<file path="config.mk">
export PLATFORM = sky130hd
export DESIGN_NAME = psg_mixer
export DESIGN_NICKNAME = d
export VERILOG_FILES = /design/src/rtl/audio_pkg.sv /design/src/rtl/mix_saturate.sv /design/src/rtl/psg_mixer.sv
export SDC_FILE = /design/constraint.sdc
export NUM_CORES = 1
export LEC_CHECK = 0
export ABC_CLOCK_PERIOD_IN_PS = 8130
export CORE_ASPECT_RATIO = 1.1
export CORE_UTILIZATION = 40
export CTS_CLUSTER_DIAMETER = 120
export DETAILED_ROUTE_END_ITERATION = 10
export RECOVER_POWER = 25
export SYNTH_ARGS = -nofsm -noshare
export SYNTH_HDL_FRONTEND = slang
export SYNTH_SLANG_ARGS = --single-unit
</file>
<file path="constraint.sdc">
create_clock -name system_clock -period 8.13 [get_ports system_clock]
set_clock_uncertainty 0.1 [all_clocks]
set_input_delay 1.626 -clock system_clock [delete_from_list [all_inputs] [get_ports system_clock]]
set_output_delay 1.626 -clock system_clock [all_outputs]
set_load 0.005 [all_outputs]
</file>
<file path="src/rtl/audio_pkg.sv">
// Shared audio definitions: mixer FSM states, PSG ratio encodings and the output sample width.
package audio_pkg;

  localparam int unsigned SAMPLE_W = 16;

  localparam logic [1:0] PSG_RATIO_25  = 2'd0;
  localparam logic [1:0] PSG_RATIO_50  = 2'd1;
  localparam logic [1:0] PSG_RATIO_100 = 2'd2;

  typedef enum logic [2:0] {
    IDLE  = 3'd0,
    ACC0  = 3'd1,
    ACC1  = 3'd2,
    ACC2  = 3'd3,
    ACC3  = 3'd4,
    SCALE = 3'd5,
    SAT   = 3'd6,
    OUT   = 3'd7
  } mix_state_t;

endpackage

</file>
<file path="src/rtl/mix_saturate.sv">
// Combinational signed clamp from an ACC_W accumulator to an OUT_W sample.
//   value      in   ACC_W  signed accumulator value
//   clamped_c  out  OUT_W  value limited to the signed OUT_W range
module mix_saturate #(
  parameter int unsigned ACC_W = 22,
  parameter int unsigned OUT_W = 16
) (
  input  logic signed [ACC_W-1:0] value,
  output logic signed [OUT_W-1:0] clamped_c
);

  localparam logic signed [ACC_W-1:0] MAX_V = ACC_W'((2 ** (OUT_W - 1)) - 1);
  localparam logic signed [ACC_W-1:0] MIN_V = ACC_W'(-(2 ** (OUT_W - 1)));

  always_comb begin
    clamped_c = OUT_W'(value);
    if (value > MAX_V) begin
      clamped_c = OUT_W'(MAX_V);
    end else if (value < MIN_V) begin
      clamped_c = OUT_W'(MIN_V);
    end
  end

endmodule

</file>
<file path="src/rtl/psg_mixer.sv">
// Mixes the four PSG channels into a saturated signed left/right pair per sample_tick.
//   system_clock, reset          clock and asynchronous active-high reset
//   sample_tick                  request for a new mixed sample (taken only in IDLE)
//   ch1_wave..ch4_wave           signed channel inputs
//   NR50/NR51/NR52, psg_ratio    volume, routing, master enable and PSG ratio
//   left_sample/right_sample     signed mixed output pair
//   sample_valid / sample_ready  output handshake; pair held until accepted
//   busy, overrun                FSM active; sticky dropped-tick flag
module psg_mixer
  import audio_pkg::*;
#(
  parameter int unsigned IN_W  = 24,
  parameter int unsigned OUT_W = SAMPLE_W,
  parameter int unsigned ACC_W = 22
) (
  input  logic              system_clock,
  input  logic              reset,
  input  logic              sample_tick,
  input  logic [IN_W-1:0]   ch1_wave,
  input  logic [IN_W-1:0]   ch2_wave,
  input  logic [IN_W-1:0]   ch3_wave,
  input  logic [IN_W-1:0]   ch4_wave,
  input  logic [7:0]        NR50,
  input  logic [7:0]        NR51,
  input  logic [7:0]        NR52,
  input  logic [1:0]        psg_ratio,
  output logic [OUT_W-1:0]  left_sample,
  output logic [OUT_W-1:0]  right_sample,
  output logic              sample_valid,
  input  logic              sample_ready,
  output logic              busy,
  output logic              overrun
);

  localparam int unsigned TERM_W = IN_W - 8;

  mix_state_t state;

  // Snapshot holds each channel already shifted right by 8 (top TERM_W bits).
  logic signed [TERM_W-1:0] snap [4];
  logic [7:0]               nr51_s;
  logic [2:0]               vol_l_s;
  logic [2:0]               vol_r_s;
  logic                     master_s;
  logic [1:0]               ratio_s;
  logic signed [ACC_W-1:0]  acc_l;
  logic signed [ACC_W-1:0]  acc_r;

  logic signed [TERM_W-1:0] sel_term_c;
  logic                     route_l_c;
  logic                     route_r_c;
  logic signed [ACC_W-1:0]  term_c;
  logic [3:0]               vol_l_c;
  logic [3:0]               vol_r_c;
  logic signed [ACC_W-1:0]  mul_l_c;
  logic signed [ACC_W-1:0]  mul_r_c;
  logic signed [ACC_W-1:0]  scale_l_c;
  logic signed [ACC_W-1:0]  scale_r_c;
  logic signed [OUT_W-1:0]  sat_l_c;
  logic signed [OUT_W-1:0]  sat_r_c;
  logic                     unused_c;

  assign unused_c = ^{ch1_wave[7:0], ch2_wave[7:0], ch3_wave[7:0], ch4_wave[7:0],
                      NR50[7], NR50[3], NR52[6:0]};

  // Channel term and routing for the current ACC state.
  always_comb begin
    sel_term_c = '0;
    route_l_c  = 1'b0;
    route_r_c  = 1'b0;
    case (state)
      ACC0: begin sel_term_c = snap[0]; route_l_c = nr51_s[4]; route_r_c = nr51_s[0]; end
      ACC1: begin sel_term_c = snap[1]; route_l_c = nr51_s[5]; route_r_c = nr51_s[1]; end
      ACC2: begin sel_term_c = snap[2]; route_l_c = nr51_s[6]; route_r_c = nr51_s[2]; end
      ACC3: begin sel_term_c = snap[3]; route_l_c = nr51_s[7]; route_r_c = nr51_s[3]; end
      default: ;
    endcase
    term_c = master_s ? ACC_W'(sel_term_c) : '0;
  end

  // Master volume (vol+1)/8 followed by the PSG ratio shift.
  always_comb begin
    vol_l_c = {1'b0, vol_l_s} + 4'd1;
    vol_r_c = {1'b0, vol_r_s} + 4'd1;
    mul_l_c = (acc_l * $signed(ACC_W'(vol_l_c))) >>> 3;
    mul_r_c = (acc_r * $signed(ACC_W'(vol_r_c))) >>> 3;
    case (ratio_s)
      PSG_RATIO_100: begin scale_l_c = mul_l_c;        scale_r_c = mul_r_c;        end
      PSG_RATIO_50:  begin scale_l_c = mul_l_c >>> 1;  scale_r_c = mul_r_c >>> 1;  end
      default:       begin scale_l_c = mul_l_c >>> 2;  scale_r_c = mul_r_c >>> 2;  end
    endcase
  end

  mix_saturate #(.ACC_W(ACC_W), .OUT_W(OUT_W)) u_sat_l (.value(acc_l), .clamped_c(sat_l_c));
  mix_saturate #(.ACC_W(ACC_W), .OUT_W(OUT_W)) u_sat_r (.value(acc_r), .clamped_c(sat_r_c));

  // Mixer FSM with registered outputs.
  always_ff @(posedge system_clock or posedge reset) begin
    if (reset) begin
      state        <= IDLE;
      for (int i = 0; i < 4; i++) snap[i] <= '0;
      nr51_s       <= '0;
      vol_l_s      <= '0;
      vol_r_s      <= '0;
      master_s     <= 1'b0;
      ratio_s      <= '0;
      acc_l        <= '0;
      acc_r        <= '0;
      left_sample  <= '0;
      right_sample <= '0;
      sample_valid <= 1'b0;
      busy         <= 1'b0;
      overrun      <= 1'b0;
    end else begin
      case (state)
        IDLE: begin
          if (sample_tick) begin
            snap[0]  <= $signed(ch1_wave[IN_W-1:8]);
            snap[1]  <= $signed(ch2_wave[IN_W-1:8]);
            snap[2]  <= $signed(ch3_wave[IN_W-1:8]);
            snap[3]  <= $signed(ch4_wave[IN_W-1:8]);
            nr51_s   <= NR51;
            vol_l_s  <= NR50[6:4];
            vol_r_s  <= NR50[2:0];
            master_s <= NR52[7];
            ratio_s  <= psg_ratio;
            acc_l    <= '0;
            acc_r    <= '0;
            busy     <= 1'b1;
            state    <= ACC0;
            if (!NR52[7]) overrun <= 1'b0;
          end
        end
        ACC0, ACC1, ACC2, ACC3: begin
          if (route_l_c) acc_l <= acc_l + term_c;
          if (route_r_c) acc_r <= acc_r + term_c;
          state <= mix_state_t'(3'(state) + 3'd1);
        end
        SCALE: begin
          acc_l <= scale_l_c;
          acc_r <= scale_r_c;
          state <= SAT;
        end
        SAT: begin
          left_sample  <= sat_l_c;
          right_sample <= sat_r_c;
          sample_valid <= 1'b1;
          state        <= OUT;
        end
        OUT: begin
          if (sample_ready) begin
            sample_valid <= 1'b0;
            busy         <= 1'b0;
            state        <= IDLE;
          end
        end
        default: state <= IDLE;
      endcase
      // Any tick outside IDLE (including the OUT->IDLE cycle) is dropped.
      if (sample_tick && state != IDLE) overrun <= 1'b1;
    end
  end

endmodule

</file>
# Word-level counts from Yosys, hierarchy flattened
# Index checks and enable logic that the tools add are counted.
# op_classes
add_sub_neg	5
mul	2
div	0
n_lt_le_gt_ge	4
n_eq_ne	14
shifts	0
n_mux	26
bitwise_logic	0
n_reduce_logical	16
# ops
op	count
22-bit one-hot mux with 3 select lines	2
22-bit two-way mux	4
18-bit one-hot mux with 2 select lines	2
16-bit two-way mux	4
16-bit one-hot mux with 4 select lines	1
22-bit adder	2
22-bit by 16-bit > comparator with 1-bit output, second input constant	2
22-bit by 16-bit less-than comparator with 1-bit output, second input constant	2
22-bit by 5-bit multiplier with 22-bit output	2
3-bit one-hot mux with 5 select lines	1
3-bit equality test, second input constant	4
3-bit AND reduction	4
3-bit by 1-bit adder with 4-bit output, second input constant	2
2-bit inequality test, second input constant	4
1-bit one-hot mux with 4 select lines	2
2-bit nonzero test	4
3-bit by 2-bit equality test with 1-bit output, second input constant	2
1-bit two-way mux	6
3-bit two-way mux	2
2-bit AND reduction	3
3-bit nonzero test	2
1-bit one-hot mux with 2 select lines	2
4-bit OR reduction	1
3-bit by 1-bit adder with 3-bit output, second input constant	1
other kinds (6)	6
# totals
register_bits	163
latch_bits	0
ramBits	0
romBits	0
out_inout_bits	35
word_cells	84
n_memories	0

# Depth between registers and ports, before layout
# Gate-level depths: netlist of the first run.
# logic_depth
depth_word	6
mapped_depth	20
mapped_depth_nobuf	18

# Modules after synthesis
# From an unflattened synthesis of the first run, not the netlist that was laid out.
# unflattened
hier_cells	1684
hier_area_um2	15727.6
# by_module_without_submodules
module	n_inst	cells_per_inst	area_per_inst_um2	seq_area_each_um2
psg_mixer	1	1598	14956.8	4078.9
mix_saturate	2	43	385.4	0.0

# Worst setup path after synthesis of the first run
# OpenSTA, ideal clock, no wires.
# synth_timing
path_kind	register to register
start	register vol_r_s[0]
end	register acc_r[21]
arrival_ns	4.705
required_ns	7.904
slack_ns	3.198
stages_incl_launch_ff	21
n_path_buf	2
period_less_slack_ns	4.932
cell_sequence	dfrtp_1 ha_1 xor2_1 clkbuf_1 clkbuf_1 and2_1 ha_1 fa_1 inv_1 fa_1 inv_1 ha_1 a21oi_2 o21ai_0 a41oi_4 o21ai_2 a211oi_2 xnor2_1 and2_4 mux2_4 a311o_1
# synth_between
elab_chain_cells	3
# synth_rtl
element	line	text
start, declared	psg_mixer.sv:43	logic [2:0] vol_r_s;
start signal, assigned	psg_mixer.sv:124	vol_r_s <= NR50[2:0];
3-bit by 1-bit adder with 4-bit output	psg_mixer.sv:84	vol_r_c = {1'b0, vol_r_s} + 4'd1;
22-bit by 5-bit multiplier with 22-bit output	psg_mixer.sv:86	mul_r_c = (acc_r * $signed(ACC_W'(vol_r_c))) >>> 3;
22-bit one-hot mux with 3 select lines	psg_mixer.sv:115	case (state)
end signal, assigned	psg_mixer.sv:136	if (route_r_c) acc_r <= acc_r + term_c;
end signal, assigned	psg_mixer.sv:141	acc_r <= scale_r_c;
end, declared	psg_mixer.sv:47	logic signed [ACC_W-1:0] acc_r;
# Every way passes these cells.
# A chain may end at the register's enable or synchronous reset.

# Worst setup path after layout of the first run
# layout_timing
start	register vol_r_s[0]
end	register acc_r[11]
# layout_between
elab_chain_cells	4
# layout_rtl
element	line	text
3-bit by 1-bit adder with 4-bit output	psg_mixer.sv:84	
22-bit by 5-bit multiplier with 22-bit output	psg_mixer.sv:86	
18-bit one-hot mux with 2 select lines	psg_mixer.sv:87	case (ratio_s)
22-bit one-hot mux with 3 select lines	psg_mixer.sv:115	
# Every way passes these cells.

==> results.md, run 1 <==
* Run status: complete, but fails checks
* Violations in the final reports: max-capacitance violations, max-slew violations
* Synth async-reset ratio at 100.0%
* Detailed Place HPWL at around 30,000 um
* Mapped Area at about 0.015 mm^2
* Commonest register cell after synthesis: sky130_fd_sc_hd__dfrtp_1
* Non-filler instance count after layout at around 2,300
* Clock buffer count from CTS at 17
* Required time at the worst-slack endpoint at ~8.4 ns
* Gates resized, CTS repair at 0
* Transition time at the pin with the least slew margin at between 4 and 5 ns
* Number of inserted diodes at 0
* Std-Cell Rows at 73
* Nature of the critical path startpoint: register
* Number of synthesized register bits at between 150 and 200
* Final Cycle Share at about three quarters
* Unrepaired setup endpoints after global routing: false
* Layout Area Growth over Synthesis at 14.79%
* Routed wire length at between 40,000 and 50,000 um
* Sequential-to-total area share from yosys stat at a little over a quarter
* Height of the die at approximately 200 um
* Post-synth net total at approximately 2,000
* Cell count after synthesis at roughly 1,700
* Wire length of the first global-routing pass at roughly 67,000 um
* DIE WIDTH at about 190 um
* Wire length per cell after detailed routing at 18.12 um
* Main area contributors after synthesis: sky130_fd_sc_hd__dfrtp_1, sky130_fd_sc_hd__ha_1, sky130_fd_sc_hd__fa_1
* Critical setup path kind: reg -> reg
* Max_cap viols at 1
* Worst path arrival time at between 6 and 7 ns
* Final hold viol count at 0
* Length of the first detailed-routing pass in iterations at 5
* Proportion of netlist area held by the largest area contributor at between 20% and 30%
* Biggest area consumer among synthesized cells: sky130_fd_sc_hd__dfrtp_1
* Final min period at between 6 and 7 ns
* Post-CTS Setup Inserts at 0
* Area of the core at 0.03654 mm^2
* Number of endpoints failing setup at the final stage at 0
* Min Hold Slack at between 0.3 and 0.4 ns
* Critical path fanouts, max at 24
* Largest net degree at the start of global routing at 94
* Routability-driven placement congestion ratio at approximately 0.9
* Post-CTS Hold Buffers at 0
* Clock tree from TritonCTS: yes
* Antenna Nets Post-Route at 0
* Max-slew headroom at -186.6%
* Clock insertion delay at the later pin of the skew report at 0.45 ns
* Fraction of final layout cells sized beyond drive strength 1 at between 8 and 9%
* Commonest cells in the netlist: sky130_fd_sc_hd__inv_1, sky130_fd_sc_hd__dfrtp_1, sky130_fd_sc_hd__ha_1
* Crit path capture type: register
* Die outline area at around 0.038 mm^2
* Nets at between 2,000 and 2,500
* Count of pins over their slew limit at 94
* DR vias/cell at about 5.5
* Synthesis warning total at 0
* Worst Hold Class: reg -> reg
* I/O pin count at 161
* Clk buf depth at 2
* Clk slew on worst S/H paths at 0.08 ns
* H-tree level count at 4
* Iteration-0 DRC count of the detailed router at around 630
* Number of global-route vias before repair at ~13,000
* Sinks on the clock net at 163
* TNS Setup at 0 ns
* Instance count after placement with tap cells included at approximately 2,200
* Remaining global-route overflow at 0
* Library cell with the highest instance count after synthesis: sky130_fd_sc_hd__inv_1
* Synth cell types at 85
* Initial Utilization at just over 40%
* Routed vias at around 12,000
* Post-synth EDFFs at 0
* Number of input and output port buffers inserted at ~120
* Mean instance size in the synthesized netlist at 8.980 um^2
* GRT Util Overall at a little over a fifth
* Remaining DRCs at 0
* Max Clock Freq at roughly 160 MHz
* Number of antenna violations at the first check in global routing at 0
* Root buffer cell: sky130_fd_sc_hd__clkbuf_16
## per-layer routing
metal | up-vias | track usage, % | part of all wire, %
met5 | - | 0 | 0
met4 | 0 | 6.967 | 2.1
met3 | 51 | 4.180 | 5.3
met2 | 299 | 37.85 | 48
met1 | 6050 | 27.45 | 44
li1 | 5951 | - | -
## per-stage QoR
stage,worst slack [ns],util [%],instance area [um^2]
3_5_place_dp,1.939,45.51,16630
6_report,1.904,47.07,17200
4_1_cts,1.906,47.07,17200
2_1_floorplan,1.999,-,14980
3_3_place_gp,1.944,45.51,16630
5_1_grt,1.371,47.07,17200
## worst paths after layout
path,start,endpoint,slack [ns],depth (start not counted)
hold reg to reg,left_sample[15],left_sample[15],0.38,2
hold / removal,left_sample[15],left_sample[15],0.38,2
min in group asynchronous,reset,snap[19],2.80,2
setup reg to reg,vol_r_s[0],acc_r[11],1.90,18
setup / recovery,vol_r_s[0],acc_r[11],1.90,18
max in group asynchronous,reset,snap[39],2.77,3
## state kept, by name, summed over array words and instances (netlist names)
name and flops:
acc_l 22, acc_r 22, busy 1, left_sample 16, master_s 1, nr51_s 8, overrun 1, ratio_s 2
right_sample 16, sample_valid 1, snap 64, state 3, vol_l_s 3, vol_r_s 3
## cell usage in the layout, fill, tap and decap left out, drive strengths merged, types with 40 or more instances in the layout
cell	netlist	routed
inv	166	174
dfrtp	163	163
ha	130	130
nand2	116	116
clkdlybuf4s50	0	116
and2	113	113
a21oi	110	110
nor2	109	109
o21ai	105	105
mux2	83	83
fa	74	74
xnor2	55	55
a22oi	48	48
nand2b	40	40
## kinds of logic after synthesis
kind of cell    count (synthesis)  synth area share (%)
compound gates                446                 19.80
xor+xnor                       82                 4.795
fa+ha+maj                     204                 20.75
buf+inv                       235                 5.939
flops                         163                 27.23
mux                            87                 6.532
simple gates                  451                 14.96
## worst max-delay path, cell delays in order, from the launching register on
cell                       delay [ns]
sky130_fd_sc_hd__dfrtp_1         0.78
sky130_fd_sc_hd__ha_1            0.27
sky130_fd_sc_hd__xor2_1          0.95
sky130_fd_sc_hd__and2_1          0.25
sky130_fd_sc_hd__ha_1            0.25
sky130_fd_sc_hd__fa_1            0.55
sky130_fd_sc_hd__inv_1           0.06
sky130_fd_sc_hd__fa_1            0.54
sky130_fd_sc_hd__inv_1           0.04
sky130_fd_sc_hd__ha_1            0.40
sky130_fd_sc_hd__o211ai_1        0.13
sky130_fd_sc_hd__o211ai_1        0.23
sky130_fd_sc_hd__o211ai_1        0.16
sky130_fd_sc_hd__o22ai_1         0.40
sky130_fd_sc_hd__o21ai_0         0.11
sky130_fd_sc_hd__nor2b_1         0.15
sky130_fd_sc_hd__xnor2_1         0.19
sky130_fd_sc_hd__a211o_1         0.32
sky130_fd_sc_hd__a41o_1          0.23
## area by class of cell
type	count	area, um^2
clock inverters	14	137.6
fillers	3598	19340
flip-flops and latches	163	4079
repair buffers	131	1277
multi-input cells	1270	10030
well taps	487	609.3
inverters	167	628.1
clock buffers	18	429.2
Power of run 1 is left out: the tool's default activity adds up to more than one toggle a clock period on the data nets, which glitch-free logic cannot reach.
==> inputs of run 2 (changes only) <==
Settings changed: ABC_CLOCK_PERIOD_IN_PS 8130 to 5500.
Clock period 8.13 ns to 5.5 ns, I/O delays scaled along.
==> results.md, run 2 (synthesis gave the netlist of run 1 again) <==
* Run status: complete, but fails checks (unchanged)
* Violations in the final reports: max-capacitance violations, max-slew violations (unchanged)
* Critical setup path kind: reg -> reg (unchanged)
* DIE WIDTH at 186.5 um (unchanged)
* Height of the die at 205.0 um (unchanged)
* Number of antenna violations at the first check in global routing at 1 (was 0)
* Max-slew headroom at -62.72% (was -186.6%)
* Slowest cell on crit path: sky130_fd_sc_hd__fa_1 (was sky130_fd_sc_hd__xor2_1)
* Worst-path cell chain: ha_1, xor2_1, buf_4, and2_1, ha_1, fa_1, inv_1, fa_1, inv_1, ha_1, a21o_1, o21bai_1, a211oi_2, o21ai_2, a211oi_2, xnor2_1, and2_4, mux2_4, a311o_1 (was ha_1, xor2_1, and2_1, ha_1, fa_1, inv_1, fa_1, inv_1, ha_1, o211ai_1, o211ai_1, o211ai_1, o22ai_1, o21ai_0, nor2b_1, xnor2_1, a211o_1, a41o_1)
* Critical path fanouts, max at 20 (was 24)
* Wire length per cell after detailed routing at 17.94 um (was 18.12 um)
* Launch point of the worst reg-to-reg path: vol_r_s[0] (unchanged)
* Number of endpoints failing setup at the final stage at 0 (unchanged)
* Length of the first detailed-routing pass in iterations at 5 (unchanged)
* Largest net degree at the start of global routing at 89 (was 94)
* Transition time at the pin with the least slew margin at 2.441 ns (was 4.275 ns)
* Area of the core at 0.03654 mm^2 (unchanged)
* Worst path arrival time at 5.30 ns (was 6.46 ns)
* Sinks on the clock net at 163 (unchanged)
* Unrepaired setup endpoints after global routing: false (unchanged)
* Final Cycle Share at 92.35% (was 76.58%)
* Number of input and output port buffers inserted at 119 (unchanged)
* Remaining global-route overflow at 0 (unchanged)
* Clock buffer count from CTS at 17 (unchanged)
* Largest registers: snap x64, acc_l x22, acc_r x22 (unchanged)
* Leading cell types in the layout, fill and taps excluded: sky130_fd_sc_hd__inv_1, sky130_fd_sc_hd__dfrtp_1, sky130_fd_sc_hd__ha_1, sky130_fd_sc_hd__nand2_1, sky130_fd_sc_hd__clkdlybuf4s50_1 (unchanged)
* Clk slew on worst S/H paths at 0.07 ns (was 0.08 ns)
* Worst reg2reg endpoint: acc_r[21] (was acc_r[11])
* Number of filler instances in the final layout at 3,530 (was 3,598)
* Nets at 2,101 (was 2,080)
* Initial Utilization at 41.00% (unchanged)
* Total non-filler cell area in the finished layout at 0.01734 mm^2 (was 0.01720 mm^2)
* Nature of the critical path startpoint: register (unchanged)
* Root buffer cell: sky130_fd_sc_hd__clkbuf_16 (unchanged)
* Routed vias at 12,460 (was 12,350)
* Routability-driven placement congestion ratio at 0.8938 (was 0.8997)
* H-tree level count at 4 (unchanged)
* Worst hold stages at 2 (unchanged)
* Clock tree from TritonCTS: yes (unchanged)
* Layout Area Growth over Synthesis at 15.79% (was 14.79%)
* Detailed Place HPWL at 31,370 um (was 30,710 um)
* Post-DP Area at 0.01679 mm^2 (was 0.01663 mm^2)
* Iteration-0 DRC count of the detailed router at 709 (was 633)
* Clock insertion delay at the later pin of the skew report at 0.43 ns (was 0.45 ns)
* Remaining DRCs at 0 (unchanged)
* Crit path capture type: register (unchanged)
* I/O pin count at 161 (unchanged)
* Fraction of final layout cells sized beyond drive strength 1 at 9.983% (was 8.905%)
* Routed wire length at 40,750 um (was 40,780 um)
* Leading cell type in the layout, fill and taps excluded: sky130_fd_sc_hd__inv_1 (unchanged)
* Number of global-route vias before repair at 12,650 (about the same)
* Flip-flop count of the largest register after layout at 64 (unchanged)
* Wire length of the first global-routing pass at 67,320 um (was 66,630 um)
* Antenna Nets Post-Route at 0 (unchanged)
* R2r worst-path depth at 19 (was 18)
* Final hold viol count at 0 (unchanged)
* Post-CTS Hold Buffers at 0 (unchanged)
* Required time at the worst-slack endpoint at 5.72 ns (was 8.36 ns)
* Worst Hold Class: reg -> reg (unchanged)
* Count of pins over their slew limit at 89 (was 94)
* Max_cap viols at 1 (unchanged)
* Start point of the worst min-delay path: right_sample[4] (was left_sample[15])
* Slowest stage delay, CP at 0.54 ns (was 0.95 ns)
* Final min period at 5.079 ns (was 6.226 ns)
* GRT Util Overall at 21.97% (was 21.88%)
* Worst Hold Path EP: right_sample[4] (was left_sample[15])
* Max Clock Freq at 196.9 MHz (was 160.6 MHz)
* Critical path's most frequent cell: sky130_fd_sc_hd__ha_1
* Top reg by flops: snap (unchanged)
* Reg2reg setup slack at 0.42 ns (was 1.90 ns)
* TNS Setup at 0 ns (unchanged)
* Clk buf depth at 2 (unchanged)
* Die outline area at 0.03823 mm^2 (unchanged)
* DR vias/cell at 5.486 (was 5.489)
* Std-Cell Rows at 73 (unchanged)
-- run 2: cell types whose count changed in the layout (fill, tap and decap cells not counted), sizes merged --
cell      change
buf          +21
bufinv        +1
clkinv        +1
clkinvlp      +2
diode         +1
inv           -5
-- run 2: layout make-up --
type | count | area (um^2) | area share [%]
multi-input combinational | 1270 | 10030 | 57.83
sequential | 163 | 4079 | 23.52
timing repair buffer | 152 | 1436 | 8.282
inverter | 167 | 628.1 | 3.621
tap | 487 | 609.3 | 3.513
clock buffer | 18 | 429.2 | 2.474
clock inverter | 13 | 128.9 | 0.7430
antenna | 1 | 2.502 | 0.01443
-- run 2: critical path: cells and delay by family, from the launching register on --
kind            cells  cell delay, ns
flops               1            0.41
mux                 1            0.26
compound gates      6            1.27
simple gates        2            0.37
buf+inv             3            0.31
xor+xnor            2            0.27
fa+ha+maj           5            1.99
-- run 2: worst max path at each step --
stage / from / end
2_1_floorplan: vol_r_s[0] / acc_r[21]
3_3_place_gp: vol_r_s[0] / acc_r[12]
3_5_place_dp: vol_r_s[0] / acc_r[11]
4_1_cts: vol_r_s[0] / acc_r[12]
5_1_grt: vol_r_s[0] / acc_r[12]
6_report: vol_r_s[0] / acc_r[21]
-- run 2: metrics by stage --
stage	instances	hold slack (ns)	setup slack, ns	util (%)
after floorplan	1668	0.3733	0.5684	-
after global placement	2239	0.3672	0.4339	45.97
after detailed placement	2239	0.3753	0.4037	45.97
after CTS	2270	0.3927	0.3807	47.49
after global routing	2270	0.4137	0.05178	47.47
final	2271	0.3865	0.4207	47.47
-- run 2: routing by layer --
| metal | routed length, um | global-route usage [%] | vias to the layer above |
|---|---|---|---|
| met4 | 718 | 5.562 | 0 |
| met5 | 0 | 0 | - |
| met1 | 17740 | 27.76 | 6083 |
| li1 | - | - | 5979 |
| met2 | 19820 | 38.10 | 343 |
| met3 | 2472 | 4.609 | 54 |
-- run 2: repair_timing --
action,4_1_cts,5_1_grt
buffers inserted,0,0
endpoints found under the setup margin,0,2
gates resized for setup,0,2
Power of run 2 is left out for the same reason.
==> inputs of run 3 (changes only) <==
Settings changed: RECOVER_POWER 25 to not set.
==> results.md, run 3 (synthesis gave the netlist of run 1 again) <==
* Final hold viol count at 0 (unchanged)
* Nets at 2,101 (unchanged)
* Root buffer cell: sky130_fd_sc_hd__clkbuf_16 (unchanged)
* Wire length per cell after detailed routing at 17.96 um (was 17.94 um)
* TNS Setup at 0 ns (unchanged)
* Fraction of final layout cells sized beyond drive strength 1 at 9.983% (unchanged)
* Nature of the critical path startpoint: register (unchanged)
* Clock insertion delay at the later pin of the skew report at 0.43 ns (about the same)
* Critical path fanouts, max at 20 (unchanged)
* Required time at the worst-slack endpoint at 5.72 ns (about the same)
* Routability-driven placement congestion ratio at 0.8938 (unchanged)
* Run status: finished, final reports clean (was complete, but fails checks)
* Worst path arrival time at 5.30 ns (about the same)
* Worst Hold Class: reg -> reg (unchanged)
* Max_cap viols at 0 (was 1)
* Met1 WL at 17,800 um (was 17,740 um)
* R2r worst-path depth at 19 (unchanged)
* Routed vias at 12,420 (was 12,460)
* GRT Util Overall at 21.97% (unchanged)
* Transition time at the pin with the least slew margin at 1.145 ns (was 2.441 ns)
* Initial Utilization at 41.00% (unchanged)
* Max Clock Freq at 196.7 MHz (was 196.9 MHz)
* Post-CTS Hold Buffers at 0 (unchanged)
* Number of input and output port buffers inserted at 119 (unchanged)
* Max-slew headroom at 23.06% (was -62.72%)
* Final Cycle Share at 92.41% (was 92.35%)
* Area of the core at 0.03654 mm^2 (unchanged)
* Leading cell type in the layout, fill and taps excluded: sky130_fd_sc_hd__inv_1 (unchanged)
* Detailed Place HPWL at 31,370 um (unchanged)
* Clock buffer count from CTS at 17 (unchanged)
* I/O pin count at 161 (unchanged)
* Unrepaired setup endpoints after global routing: false (unchanged)
* Met2 Routed Length at 19,780 um (was 19,820 um)
* Clk slew on worst S/H paths at 0.07 ns (about the same)
* Number of global-route vias before repair at 12,650 (unchanged)
* Iteration-0 DRC count of the detailed router at 624 (was 709)
* Remaining DRCs at 0 (unchanged)
* Count of pins over their slew limit at 0 (was 89)
* Length of the first detailed-routing pass in iterations at 5 (unchanged)
* DR vias/cell at 5.471 (was 5.486)
* Clk buf depth at 2 (unchanged)
* Top reg by flops: snap (unchanged)
* Post-CTS Setup Inserts at 0 (unchanged)
* Routed wire length at 40,780 um (was 40,750 um)
* Layout Area Growth over Synthesis at 15.90% (was 15.79%)
* Wire length of the first global-routing pass at 67,320 um (unchanged)
* Worst hold stages at 2 (unchanged)
* DIE WIDTH at 186.5 um (unchanged)
* Largest registers: snap x64, acc_l x22, acc_r x22 (unchanged)
* Flip-flop count of the largest register after layout at 64 (unchanged)
* H-tree level count at 4 (unchanged)
* Sinks on the clock net at 163 (unchanged)
* Top routing layer used: met4 (unchanged)
* Crit path capture type: register (unchanged)
* Area of combinational cells with multiple inputs at 0.01003 mm^2 (unchanged)
* Number of filler instances in the final layout at 3,528 (was 3,530)
* Number of antenna violations at the first check in global routing at 1 (unchanged)
* Area used by sequential logic in the layout at 0.004079 mm^2 (unchanged)
* Height of the die at 205.0 um (unchanged)
* Critical setup path kind: reg -> reg (unchanged)
* Leading cell types in the layout, fill and taps excluded: sky130_fd_sc_hd__inv_1, sky130_fd_sc_hd__dfrtp_1, sky130_fd_sc_hd__ha_1, sky130_fd_sc_hd__clkdlybuf4s50_1, sky130_fd_sc_hd__nand2_1 (was sky130_fd_sc_hd__inv_1, sky130_fd_sc_hd__dfrtp_1, sky130_fd_sc_hd__ha_1, sky130_fd_sc_hd__nand2_1, sky130_fd_sc_hd__clkdlybuf4s50_1)
* Final min period at 5.083 ns (was 5.079 ns)
* Clock tree from TritonCTS: yes (unchanged)
* Remaining global-route overflow at 0 (unchanged)
* Largest net degree at the start of global routing at 89 (unchanged)
* Std-Cell Rows at 73 (unchanged)
* Number of endpoints failing setup at the final stage at 0 (unchanged)
* Die outline area at 0.03823 mm^2 (unchanged)
* Antenna Nets Post-Route at 0 (unchanged)
* Met3 Routed Length at 2483 um (was 2472 um)
[run 3: metrics by stage]
stage                     worst slack, ns  util, %  area, um^2  instances  hold WS, ns
after global routing              0.05178    47.51       17360       2270       0.4137
after global placement             0.4339    45.97       16790       2239       0.3672
after CTS                          0.3807    47.49       17350       2270       0.3927
after detailed placement           0.4037    45.97       16790       2239       0.3753
after floorplan                    0.5684        -       14980       1668       0.3733
final                              0.4172    47.52       17360       2271       0.3863
[run 3: layout make-up]
type	count	share of cell area [%]
Tap cell	487	3.510
Multi-Input combinational cell	1270	57.78
Antenna cell	1	0.01441
Inverter	167	3.632
Sequential cell	163	23.49
Clock buffer	18	2.472
Timing Repair Buffer	152	8.360
Clock inverter	13	0.7423
[run 3: path summary, 6_finish.rpt]
kind | endpoint | start | slack (ns)
worst max-delay path | acc_r[21] | vol_r_s[0] | 0.42
worst min-delay path | right_sample[4] | right_sample[4] | 0.39
worst max register to register | acc_r[21] | vol_r_s[0] | 0.42
worst min register to register | right_sample[4] | right_sample[4] | 0.39
max in group asynchronous | snap[43] | reset | 3.33
min in group asynchronous | snap[32] | reset | 0.93
[run 3: layer usage]
| metal | GRT usage (%) | vias to the layer above |
|---|---|---|
| met5 | 0 | - |
| met4 | 5.562 | 0 |
| met3 | 4.609 | 48 |
| met2 | 38.10 | 340 |
| met1 | 27.76 | 6057 |
| li1 | - | 5979 |
[run 3: worst max-delay path, cell delays in order (launching register included)]
cell                       delay [ns]
sky130_fd_sc_hd__dfrtp_1         0.41
sky130_fd_sc_hd__ha_1            0.22
sky130_fd_sc_hd__xor2_1          0.14
sky130_fd_sc_hd__buf_4           0.20
sky130_fd_sc_hd__and2_1          0.17
sky130_fd_sc_hd__ha_1            0.31
sky130_fd_sc_hd__fa_1            0.54
sky130_fd_sc_hd__inv_1           0.06
sky130_fd_sc_hd__fa_1            0.54
sky130_fd_sc_hd__inv_1           0.05
sky130_fd_sc_hd__ha_1            0.38
sky130_fd_sc_hd__a21o_1          0.22
sky130_fd_sc_hd__o21bai_1        0.18
sky130_fd_sc_hd__a211oi_2        0.29
sky130_fd_sc_hd__o21ai_2         0.11
sky130_fd_sc_hd__a211oi_2        0.21
sky130_fd_sc_hd__xnor2_1         0.14
sky130_fd_sc_hd__and2_4          0.20
sky130_fd_sc_hd__mux2_4          0.26
sky130_fd_sc_hd__a311o_1         0.26
[run 3: repair_timing]
item                                   CTS  global route
setup endpoints to repair                0             2
resized for setup                        0             2
endpoints found under the hold margin    0             0
Power of run 3 is left out for the same reason.
==> edit (flow settings as in run 3) <==
Reset style: synchronous (`reset`), changed in one clocked block. Comments in the files are not updated.
--- a/src/rtl/psg_mixer.sv
+++ b/src/rtl/psg_mixer.sv
@@ -97,3 +97,3 @@
   // Mixer FSM with registered outputs.
-  always_ff @(posedge system_clock or posedge reset) begin
+  always_ff @(posedge system_clock) begin
     if (reset) begin
Function: differs if reset is asserted again (counterexample within 4 cycles, from zero or initial values and one cycle with reset high); with reset held inactive, the same outputs for 4 cycles.
==> edit against run 3 <==
Sequential cell count unchanged; wire length up 2.3%; largest cell class unchanged; final area down 1.7%; worst setup slack worse by 0.090 ns; synthesized area down 2.4%; sequential share of layout area down 0.62 points.
Power is left out: it rests on default switching activity, and per cell area and clock period it moved more than threefold.
==> edit: results (changes against run 3) <==
[logic_synthesis]
synth_edf_count = 64  ; +64
synthTopCellsByCount = and2_1 (175), inv_1 (168), a21oi_1 (148)
synth.most_common_cell = and2_1
syn_area_per_cell_um2 = 8.51  ; -5.3%
synth_nets = 2049  ; +2.6%
ys_seq_area_share_pct = 26.7  ; -0.53 points
ys_async_sr_fraction_pct = 0  ; -100 points
ys_types = 72  ; -15%
ys_top_cells_by_area = dfxtp_1 (14%), edfxtp_1 (13%), ha_1 (11%), fa_1 (10%), and2_1 (7.5%)

[sta]
slew_headroom_pct = 18.9  ; -4.1 points
holdWs_ns = 0.354  ; -0.0325 ns

[global_route]
antenna_found_initial = 0  ; -1
grt_pass1_vias = 12700  ; +0.63%
grt_use_total_pct = 23.0  ; +1.1 points
grt_pass1_wl_um = 67400  ; +0.13%

[finish]
fillCellCount = 3513  ; -0.43%
layout.nets = 2146  ; +2.1%
post_route_cells_drive_above_1_share_pct = 5.85  ; -4.1 points
n_antenna_cell = 0  ; -1

[status]
status = finished, final reports clean

[drt]
first_pass_iters = 6  ; +1
drt_wl_total_um = 41700  ; +2.3%
viasPerCell = 5.46  ; -0.11%
drtIter0Drc = 759  ; +22%
wire_per_inst_um = 18.0  ; +0.29%

[critical_path]
rrSetupSlack_ns = 0.33  ; -0.09 ns
reg2reg_from = vol_l_s[0]
r2r-end = acc_l[17]
cp_data_arrival_time_ns = 5.42  ; +0.12 ns
crit_path_max_incr_delay_ns = 0.48  ; -0.06 ns

[place]
placedCellCount = 2284  ; +2.0%
place_congestion = 0.948  ; +6.0%
dp_hpwl_um = 32100  ; +2.5%

[hold_path]
worstHoldStart = right_sample[13]

==> edit: logic make-up after synthesis <==
| kind of cell | count (synthesis) | share of synthesized area, % |
|---|---|---|
| compound gates | 475 | 21.5 |
| xor+xnor | 83 | 4.97 |
| mux | 3 | 0.205 |
| buf+inv | 250 | 6.47 |
| fa+ha+maj | 204 | 21.3 |
| flops | 163 | 26.7 |
| simple gates | 541 | 18.9 |
==> edit: worst max-delay path by stage <==
stage	end	from	slack, ns	depth (start not counted)
final	acc_l[17]	vol_l_s[0]	0.33	19
after global placement	acc_l[18]	vol_l_s[0]	0.36	17
after global routing	acc_l[18]	vol_l_s[0]	-0.009	19
after floorplan	acc_r[16]	vol_r_s[0]	0.68	20
after CTS	acc_r[15]	vol_r_s[0]	0.27	19
after detailed placement	acc_r[15]	vol_r_s[0]	0.30	19
==> edit: tightest hold or removal path, cell delays in order (launching register included) <==
cell and delay, ns:
dfxtp_1 0.31, nand2_1 0.05, a21oi_1 0.05
==> edit: repair_timing <==
action	4_1_cts	5_1_grt
hold buffers	0	0
endpoints found under the setup margin	0	7
resized for setup	0	7
==> edit: layer usage <==
layer  GRT usage [%]  wire length, um  vias up
met1            29.0            18000     6144
li1                -                -     6155
met3            2.21             1480       57
met4            6.88             1030        0
met5               0                0        -
met2            41.3            21200      300
==> edit: area by class of cell <==
type,instances,share of cell area [%]
clock inverters,15,1.11
repair buffers,159,8.72
well taps,487,3.57
clock buffers,17,2.49
multi-input cells,1306,57.5
inverters,169,3.72
flip-flops and latches,163,22.9
==> edit: metrics by stage <==
| stage | utilization [%] | area [um^2] | setup WS (ns) |
|---|---|---|---|
| floorplan | - | 14600 | 0.684 |
| global placement | 45.5 | 16400 | 0.357 |
| detailed placement | 45.5 | 16400 | 0.305 |
| CTS | 47.2 | 17000 | 0.270 |
| global route | 47.3 | 17100 | -0.00887 |
| finish | 47.3 | 17100 | 0.327 |
